## src/rtl/systolic_pkg.sv

```systemverilog
// Shared types and defaults for the systolic array drain path.
// Holds FSM state encoding, psum element type and FIFO pointer width.
package systolic_pkg;

    localparam int DEF_N          = 4;
    localparam int DEF_DATA_WIDTH = 32;
    localparam int DEF_DEPTH      = 8;
    localparam int DEF_CNT_W      = 16;
    localparam int PTR_W          = $clog2(DEF_DEPTH);

    typedef logic [DEF_DATA_WIDTH-1:0] psum_t;

    typedef enum logic {
        IDLE   = 1'b0,
        ACTIVE = 1'b1
    } drain_state_e;

endpackage

```

## src/rtl/drain_col_fifo.sv

```systemverilog
// Single-column synchronous FIFO used to absorb column skew.
// Ports: clk, rst (async active-low), push_i/data_i, pop_i/data_o,
//        full_o, empty_o. A push on full is taken only if a pop
//        happens in the same cycle.
module drain_col_fifo #(
    parameter int DW    = 32,
    parameter int DEPTH = 8
) (
    input  logic          clk,
    input  logic          rst,
    input  logic          push_i,
    input  logic [DW-1:0] data_i,
    input  logic          pop_i,
    output logic [DW-1:0] data_o,
    output logic          full_o,
    output logic          empty_o
);

    localparam int AW = $clog2(DEPTH);

    // Extra MSB is the wrap bit used to tell full from empty.
    logic [AW:0]                 wptr_q;
    logic [AW:0]                 rptr_q;
    logic [DEPTH-1:0][DW-1:0]    mem_q;
    logic                        wr_en;
    logic                        rd_en;

    assign empty_o = (wptr_q == rptr_q);
    assign full_o  = (wptr_q[AW] != rptr_q[AW]) &&
                     (wptr_q[AW-1:0] == rptr_q[AW-1:0]);

    assign rd_en  = pop_i && !empty_o;
    assign wr_en  = push_i && (!full_o || rd_en);
    assign data_o = mem_q[rptr_q[AW-1:0]];

    always_ff @(posedge clk or negedge rst) begin
        if (!rst) begin
            wptr_q <= '0;
            rptr_q <= '0;
            mem_q  <= '0;
        end else begin
            if (wr_en) begin
                mem_q[wptr_q[AW-1:0]] <= data_i;
                wptr_q                <= wptr_q + 1'b1;
            end
            if (rd_en) begin
                rptr_q <= rptr_q + 1'b1;
            end
        end
    end

endmodule

```

## src/rtl/systolic_drain.sv

```systemverilog
// Re-aligns the column-skewed psum stream into whole result rows.
// Ports: cfg_start/cfg_rows arm a job; col_data/col_valid come from
//        the array bottom row; out_data/out_valid/out_ready carry
//        aligned rows; busy, done, overflow and stray report status.
module systolic_drain
    import systolic_pkg::*;
#(
    parameter int N          = DEF_N,
    parameter int DATA_WIDTH = DEF_DATA_WIDTH,
    parameter int DEPTH      = DEF_DEPTH,
    parameter int CNT_W      = DEF_CNT_W
) (
    input  logic                           clk,
    input  logic                           rst,
    input  logic                           cfg_start,
    input  logic [CNT_W-1:0]               cfg_rows,
    input  logic [N-1:0][DATA_WIDTH-1:0]   col_data,
    input  logic [N-1:0]                   col_valid,
    output logic [N-1:0][DATA_WIDTH-1:0]   out_data,
    output logic                           out_valid,
    input  logic                           out_ready,
    output logic                           busy,
    output logic                           done,
    output logic                           overflow,
    output logic                           stray
);

    if (DEPTH < N || DEPTH < 2 || (DEPTH & (DEPTH - 1)) != 0) begin : g_cfg_err
        $error("systolic_drain: DEPTH must be a power of two >= N");
    end

    drain_state_e     state_q;
    logic [CNT_W-1:0] rows_tgt_q;
    logic [CNT_W-1:0] rows_done_q;
    logic             done_q;
    logic             overflow_q;
    logic             stray_q;

    logic             active;
    logic             fire;
    logic             ovf_hit;
    logic [N-1:0]     push;
    logic [N-1:0]     full;
    logic [N-1:0]     empty;

    assign active = (state_q == ACTIVE);
    assign push   = col_valid & {N{active}};

    for (genvar c = 0; c < N; c++) begin : g_col
        drain_col_fifo #(
            .DW    (DATA_WIDTH),
            .DEPTH (DEPTH)
        ) u_fifo (
            .clk     (clk),
            .rst     (rst),
            .push_i  (push[c]),
            .data_i  (col_data[c]),
            .pop_i   (fire),
            .data_o  (out_data[c]),
            .full_o  (full[c]),
            .empty_o (empty[c])
        );
    end

    // A row is complete once every column holds its element.
    assign out_valid = active && (empty == '0);
    assign fire      = out_valid && out_ready;

    // Push into a full column is lost unless the row pops this cycle.
    assign ovf_hit = |(push & full & ~{N{fire}});

    assign busy     = active;
    assign done     = done_q;
    assign overflow = overflow_q;
    assign stray    = stray_q;

    always_ff @(posedge clk or negedge rst) begin
        if (!rst) begin
            state_q     <= IDLE;
            rows_tgt_q  <= '0;
            rows_done_q <= '0;
            done_q      <= 1'b0;
            overflow_q  <= 1'b0;
            stray_q     <= 1'b0;
        end else begin
            done_q <= 1'b0;
            unique case (state_q)
                IDLE: begin
                    if (cfg_start) begin
                        rows_tgt_q  <= (cfg_rows == '0) ?
                                       CNT_W'(1) : cfg_rows;
                        rows_done_q <= '0;
                        overflow_q  <= 1'b0;
                        stray_q     <= 1'b0;
                        state_q     <= ACTIVE;
                    end else if (|col_valid) begin
                        stray_q <= 1'b1;
                    end
                end
                ACTIVE: begin
                    if (ovf_hit) begin
                        overflow_q <= 1'b1;
                    end
                    if (fire) begin
                        rows_done_q <= rows_done_q + 1'b1;
                        if (rows_done_q == rows_tgt_q - 1'b1) begin
                            done_q  <= 1'b1;
                            state_q <= IDLE;
                        end
                    end
                end
                default: state_q <= IDLE;
            endcase
        end
    end

endmodule

```

## config.mk

```make
export PLATFORM = sky130hd
export DESIGN_NAME = systolic_drain
export DESIGN_NICKNAME = d
export VERILOG_FILES = /design/src/rtl/systolic_pkg.sv /design/src/rtl/drain_col_fifo.sv /design/src/rtl/systolic_drain.sv
export SDC_FILE = /design/constraint.sdc
export NUM_CORES = 2
export LEC_CHECK = 0
export BUFFER_PORTS_ARGS = -buffer_cell sky130_fd_sc_hd__buf_2
export CORE_ASPECT_RATIO = 1.4
export CORE_MARGIN = 2
export CORE_UTILIZATION = 55
export CTS_BUF_LIST = sky130_fd_sc_hd__clkbuf_4
export DETAILED_ROUTE_END_ITERATION = 6
export PLACE_DENSITY = 0.73
export SYNTH_ARGS = -nofsm -noshare
export SYNTH_HDL_FRONTEND = slang
export SYNTH_HIERARCHICAL = 1
export SYNTH_SLANG_ARGS = --single-unit
```

## constraint.sdc

```tcl
create_clock -name clk -period 4.43 [get_ports clk]
set_input_delay 0.2215 -clock clk [delete_from_list [all_inputs] [get_ports clk]]
set_output_delay 0.2215 -clock clk [all_outputs]
set_load 0.01 [all_outputs]
```

Word-level counts from Yosys, hierarchy flattened
Cells that the tools add are included.
Widths: inputs -> output; s select.
{"block": "classes", "reduce_logical": 39, "addsub": 10, "n_lt_le_gt_ge": 12, "n_bitwise": 5, "n_eq_ne": 16, "muxes": 36}
{"op": "$bwmux 256", "count": 4}
{"op": "$bmux 32 s3", "count": 4}
{"op": "$demux 32 s3", "count": 4}
{"op": "$mux 32", "count": 8}
{"op": "$mux 16", "count": 3}
{"op": "$add 4x1->4 const B", "count": 8}
{"op": "$lt 3x4->1 const B", "count": 8}
{"op": "$pmux 16 s2", "count": 1}
{"op": "$logic_and 1x1->1", "count": 18}
{"op": "$add 16x1->16 const B", "count": 1}
{"op": "$eq 16x16->1", "count": 1}
{"op": "$eq 4x4->1", "count": 4}
{"op": "$logic_not 16->1", "count": 1}
{"op": "$sub 16x1->16 const B", "count": 1}
{"op": "$and 4x4->4", "count": 3}
{"op": "$eq 3x3->1", "count": 4}
{"op": "$ge 3x1->1 const B", "count": 4}
{"op": "$mux 1", "count": 10}
{"op": "$logic_not 1->1", "count": 8}
{"op": "$reduce_and 2->1", "count": 4}
{"op": "$reduce_or 4->1", "count": 2}
{"op": "$logic_not 4->1", "count": 1}
{"op": "$logic_or 1x1->1", "count": 4}
{"op": "$ne 1x1->1", "count": 4}
{"op": "other kinds (6)", "count": 8}
{"block": "totals", "regBits": 1092, "input_bits": 152, "word_cells": 164, "output_inout_bits": 133}

Longest topological paths before layout
{"block": "depth", "depth_word": 9, "mapped_depth": 15}

Hierarchy
Netlist, hierarchy kept.
{"module": "drain_col_fifo (g_col[0].u_fifo ...)", "n_inst": 3, "cells_per_inst": 707, "area_per_inst_um2": 12112.9}
{"module": "drain_col_fifo (g_col[3].u_fifo)", "n_inst": 1, "cells_per_inst": 711, "area_per_inst_um2": 12035.3}
{"module": "systolic_drain", "n_inst": 1, "cells_per_inst": 252, "area_per_inst_um2": 2234.6}

Worst setup path after synthesis
Ideal clock, no wire load.
{"block": "synth_path", "path_kind": "flip-flop to flip-flop", "startpoint": "register g_col[3].u_fifo.rptr_q[1]", "endpoint": "register g_col[3].u_fifo/mem_q[65] (netlist bit)", "period_less_slack_ps": 3369, "path_buffers": 5, "t_required_ps": 4305, "arrival_time_ps": 3244, "slack_ps": 1061, "stages_incl_launch_ff": 15, "path_cell_list": "dfrtp_1 clkbuf_1 xor2_1 nor4_1 nor4b_1 nand2_1 buf_6 inv_2 nor2b_1 and4_1 buf_6 or4_4 buf_6 buf_12 mux2_4"}
{"block": "synth_between", "elab_chain_cells": 7, "word_cells_on_any_way": 11, "classes_between": "eq/ne (2); reduce/logical (9)"}
{"element": "from (decl)", "line": "drain_col_fifo.sv:23", "source": "logic [AW:0] rptr_q;"}
{"element": "from (signal assigned)", "line": "drain_col_fifo.sv:47", "source": "rptr_q <= rptr_q + 1'b1;"}
{"element": "$eq 4x4->1", "line": "drain_col_fifo.sv:28", "source": "assign empty_o = (wptr_q == rptr_q);"}
{"element": "via empty[3]", "line": "systolic_drain.sv:44", "source": "logic [N-1:0] empty;"}
{"element": "$logic_not 4->1", "line": "systolic_drain.sv:66", "source": "assign out_valid = active && (empty == '0);"}
{"element": "$logic_and 1x1->1", "line": "systolic_drain.sv:66"}
{"element": "$logic_and 1x1->1", "line": "systolic_drain.sv:67", "source": "assign fire = out_valid && out_ready;"}
{"element": "via fire", "line": "systolic_drain.sv:40", "source": "logic fire;"}
{"element": "$logic_and 1x1->1", "line": "drain_col_fifo.sv:32", "source": "assign rd_en = pop_i && !empty_o;"}
{"element": "$logic_or 1x1->1", "line": "drain_col_fifo.sv:33", "source": "assign wr_en = push_i && (!full_o || rd_en);"}
{"element": "$logic_and 1x1->1", "line": "drain_col_fifo.sv:33"}
{"element": "to (signal, indexed assignment)", "line": "drain_col_fifo.sv:43", "source": "mem_q[wptr_q[AW-1:0]] <= data_i;"}
{"element": "to (decl)", "line": "drain_col_fifo.sv:24", "source": "logic [DEPTH-1:0][DW-1:0] mem_q;"}
The timed path passes the listed nets, and every way through them passes these cells.
A chain may end at the register's enable or synchronous reset.

==> run summary <==
The first-pass detailed-route iteration total came out at 5. For the pin with the worst max-slew slack, the measured transition is 1.14 ns. Counting every net in the synthesized netlist gives between 3000 and 4000. The floorplan die area came out at around 94000 µm². During synthesis, Yosys emitted a total of 6 warnings. The count of flip-flops with a built-in enable after synthesis is 0. The placed wire-length estimate came out at 70200 µm. The chip width is 260 µm. The largest area contributor in the netlist is sky130_fd_sc_hd__dfrtp_1.

The signal on the critical path passes through buf_4 > buf_4 > mux4_2 > mux2_2 > buf_2. The number of maximum-capacitance constraint violations is 0. The total non-filler cell area in the finished layout is around 60000 µm².

The worst path arrival time is between 3 and 4 ns. In the global route stage, overall resource usage came out at 0.265. The first global-routing pass estimated around 190000 µm of wire. The number of hold-slack violations in the final timing report came out at 0. The final cell count without fillers came out at about 5200. Of the post-synthesis cell area, the dominant cell type holds 0.540. The detailed-route DRC error count came out at 0. The depth of the worst hold-timing path came out at 5. The post-route antenna net violation count came out at 0. The setup skew after layout is between 0.1 and 0.15 ns. After detailed routing, the total wire length is approximately 120000 µm. The type of the worst setup path is flip-flop to output port. The I/O pin count came out at about 290. The height of the chip came out at approximately 360 µm. The average size of a mapped cell came out at between 15 and 20 µm². The highest net fanout along the worst path came out at 44. The worst slack on hold paths is approximately 0.32 ns. The number of antenna violations at the first check in global routing was 15. The number of buffer cells added on primary ports came out at approximately 280. The via count of the first global-routing pass came out at ~35000. Counting stages on the worst path, the most repeated cell is sky130_fd_sc_hd__buf_4. The number of library cell types mapped by synthesis came out at 67.

Setup violations remaining at the end of the flow were counted as 0. The ratio of total power to cell area came out at just under 800 nW/µm². The DRC marker count from the first detailed-route iteration came out at 1538.

The total clock buffers created by CTS is approximately 290. The final global-route overflow total is 0. For this design, the slowest cell found on the critical path is sky130_fd_sc_hd__buf_4. The number of core rows came out at around 130.

The required time reported for the critical path endpoint came out at about 4.2 ns. The net total in the final layout is between 4000 and 5000. The total instance count after detailed placement came out at around 4400. The placed instances occupy a cell area of around 53000 µm².

The synthesis-stage register bit count is between 1000 and 1500. The startpoint type of the worst setup path is a flip-flop. The count of buffers added by post-CTS timing repair for setup is 0. The final core utilization came out at 0.653.

The H-tree was split into 5 levels. The reg-to-reg setup timing slack came out at around 0.74 ns. The total power of the final layout came out at between 40 and 50 mW.

The headroom to the max-slew limit is 0.235. The path class of the tightest hold or removal check is input port to flip-flop. In the post-synthesis netlist, the biggest area contributors are sky130_fd_sc_hd__dfrtp_1 (54%), sky130_fd_sc_hd__mux2_2 (21%), sky130_fd_sc_hd__mux4_2 (11%). The tree is rooted in a sky130_fd_sc_hd__clkbuf_4. The core region area came out at between 90000 and 100000 µm².

The endpoint identified for the worst register-to-register timing path is g_col[3].u_fifo/mem_q[77]. The clock passes through at most 4 buffers. The total leakage power came out at about 26 nW. STA classifies the critical path endpoint as an output port. The maximum number of pins on one net before global-route repair came out at 145. At the later pin of the worst-skew pair, clock insertion delay measures 1.16 ns.

The path with the worst hold slack has its endpoint at g_col[1].u_fifo/wptr_q[2]. The worst stage delay on the critical path is 0.76 ns. Counting cells, the worst reg-to-reg path comes to 9. The CTS sink count came out at 1092. The number of standard cells after synthesis came out at 3084. TritonCTS built the clock tree. In this run the most critical hold path is launched from col_valid[1]. The share of cells above drive strength 1 came out at 0.534.

In the synthesized netlist the dominant register cell turns out to be sky130_fd_sc_hd__dfrtp_1. The sequential fraction of the synthesis area came out at 0.540. The wire length per cell after detailed routing came out at around 23 µm. The run finished with clean final reports. The maximum ir drop on the vdd rail came out at roughly 420 µV. The total via count after detailed routing came out at 30200.

In the routed layout, each cell is associated on average with a via count of 5.78. The critical register-to-register path startpoint is g_col[3].u_fifo/wptr_q[0]. The synthesized netlist occupies a cell area of roughly 51000 µm². The clock-pin slew reported for the worst setup and hold paths after clock tree synthesis came out at 0.07 ns. The clock period could shrink to about 4.1 ns. For this configuration, the core starts out at a cell density of 0.555.

Dividing the final minimum period by the clock period gives 0.915. The synthesis-to-finish area growth came out at 17.6%. The top cell types in the final layout, fill and taps aside, are sky130_fd_sc_hd__dfrtp_1 (1080), sky130_fd_sc_hd__mux2_2 (946), sky130_fd_sc_hd__clkbuf_4 (401). Leaving out fill and tap cells, the most frequent cell in the layout is sky130_fd_sc_hd__dfrtp_1. The category of cells accounting for the largest share of critical-path delay is buffers and inverters. The global placement routability congestion came out at between 0.8 and 0.9. The count of final max-slew check failures is 0. The proportion of synthesized flip-flops having asynchronous set or reset came out at 1.00. Counting both buffers and inverters, the worst setup path holds a total of 3. The maximum operating frequency came out at between 0.2 and 0.25 GHz.
==> flip-flops by register name, summed over array words and instances (netlist names) <==
name and flops:
stray 1, g_col.u_fifo/rptr_q 16, busy 1, g_col.u_fifo/wptr_q 16, rows_tgt_q 16, rows_done_q 16
done 1, overflow 1, g_col.u_fifo/mem_q 1024
==> cells by family (layout without fill, tap and decap cells) <==
family	count (synthesis)	count (layout)	synth area share
buf+inv	210	1148	0.0278
compound gates	64	64	0.0132
mux	1415	1415	0.380
fa+ha+maj	10	10	0.00247
simple gates	216	216	0.0223
other cells	0	13	0
xor+xnor	77	77	0.0138
flops	1092	1092	0.540
==> metrics by stage <==
stage,TNS (ns),setup WS (ns)
final,0,0.375
after detailed placement,0,0.707
after global routing,-0.0240,-0.0174
after global placement,0,0.776
after CTS,0,0.0949
after floorplan,0,1.06
==> synth_stat cells (5+ instances only) <==
cell type,count
sky130_fd_sc_hd__xor2_1,28
sky130_fd_sc_hd__buf_6,11
sky130_fd_sc_hd__clkbuf_1,35
sky130_fd_sc_hd__o21ai_4,21
sky130_fd_sc_hd__nand4_1,9
sky130_fd_sc_hd__buf_2,40
sky130_fd_sc_hd__nor3_1,10
sky130_fd_sc_hd__nand3_1,21
sky130_fd_sc_hd__nor4_1,6
sky130_fd_sc_hd__inv_1,11
sky130_fd_sc_hd__nand4b_1,5
sky130_fd_sc_hd__ha_1,10
sky130_fd_sc_hd__o21ai_0,8
sky130_fd_sc_hd__and3_1,6
sky130_fd_sc_hd__buf_12,12
sky130_fd_sc_hd__nand2b_1,12
sky130_fd_sc_hd__mux4_2,256
sky130_fd_sc_hd__mux2_1,96
sky130_fd_sc_hd__nor2_1,48
sky130_fd_sc_hd__xnor2_1,46
sky130_fd_sc_hd__nand2_1,68
sky130_fd_sc_hd__buf_4,78
sky130_fd_sc_hd__dfrtp_1,1092
sky130_fd_sc_hd__mux2_4,117
sky130_fd_sc_hd__a21oi_1,7
sky130_fd_sc_hd__mux2_2,946
sky130_fd_sc_hd__buf_1,22
==> worst register-to-register path, stage by stage (launching register included) <==
cell	delay [ns]
sky130_fd_sc_hd__dfrtp_1	0.64
sky130_fd_sc_hd__xor2_1	0.26
sky130_fd_sc_hd__nor4_1	0.10
sky130_fd_sc_hd__nor4b_1	0.37
sky130_fd_sc_hd__nand2_1	0.15
sky130_fd_sc_hd__clkinv_2	0.30
sky130_fd_sc_hd__nor2b_1	0.09
sky130_fd_sc_hd__and4_1	0.34
sky130_fd_sc_hd__or4_4	0.88
sky130_fd_sc_hd__mux2_4	0.46
==> routing by layer <==
metal | vias up | GRT usage | share of wire
met1 | 16000 | 0.312 | 0.39
li1 | 13200 | - | -
met5 | - | 0 | 0.00036
met4 | 8 | 0.102 | 0.026
met2 | 801 | 0.457 | 0.53
met3 | 240 | 0.0761 | 0.059
==> final cells by class <==
class / count / area, µm²
fillers: 6474 / 31600
flip-flops and latches: 1092 / 27400
multi-input cells: 1782 / 21900
repair buffers: 695 / 5450
clock buffers: 401 / 3010
well taps: 1197 / 1500
clock inverters: 40 / 176
inverters: 12 / 46.3
diodes: 13 / 32.5
==> power by group <==
| part | leakage, nW | switching, mW | internal (mW) |
|---|---|---|---|
| clock | 1.93 | 3.87 | 4.16 |
| sequential | 13.1 | 2.71 | 15.0 |
| combinational | 11.2 | 8.70 | 11.5 |
| total | 26.3 | 15.3 | 30.7 |
==> worst max path at each step <==
| stage | startpoint | to | slack, ns | depth (start not counted) |
|---|---|---|---|---|
| final | g_col[2].u_fifo/rptr_q[0] | out_data[71] | 0.37 | 5 |
| after global routing | g_col[1].u_fifo/rptr_q[0] | out_data[34] | -0.02 | 5 |
| after CTS | g_col[2].u_fifo/rptr_q[0] | out_data[71] | 0.09 | 5 |
| after detailed placement | g_col[3].u_fifo/wptr_q[0] | g_col[0].u_fifo/mem_q[225] | 0.71 | 9 |
| after global placement | g_col[0].u_fifo/rptr_q[3] | g_col[3].u_fifo/mem_q[78] | 0.78 | 10 |
| after floorplan | g_col[3].u_fifo/rptr_q[1] | g_col[3].u_fifo/mem_q[65] | 1.06 | 14 |
==> timing repair <==
item,4_1_cts,5_1_grt
hold buffers,334,0
endpoints found under the setup margin,8,5
hold endpoints to repair,2067,0
resized for setup,1,1
(Power assumes the default switching activity.)
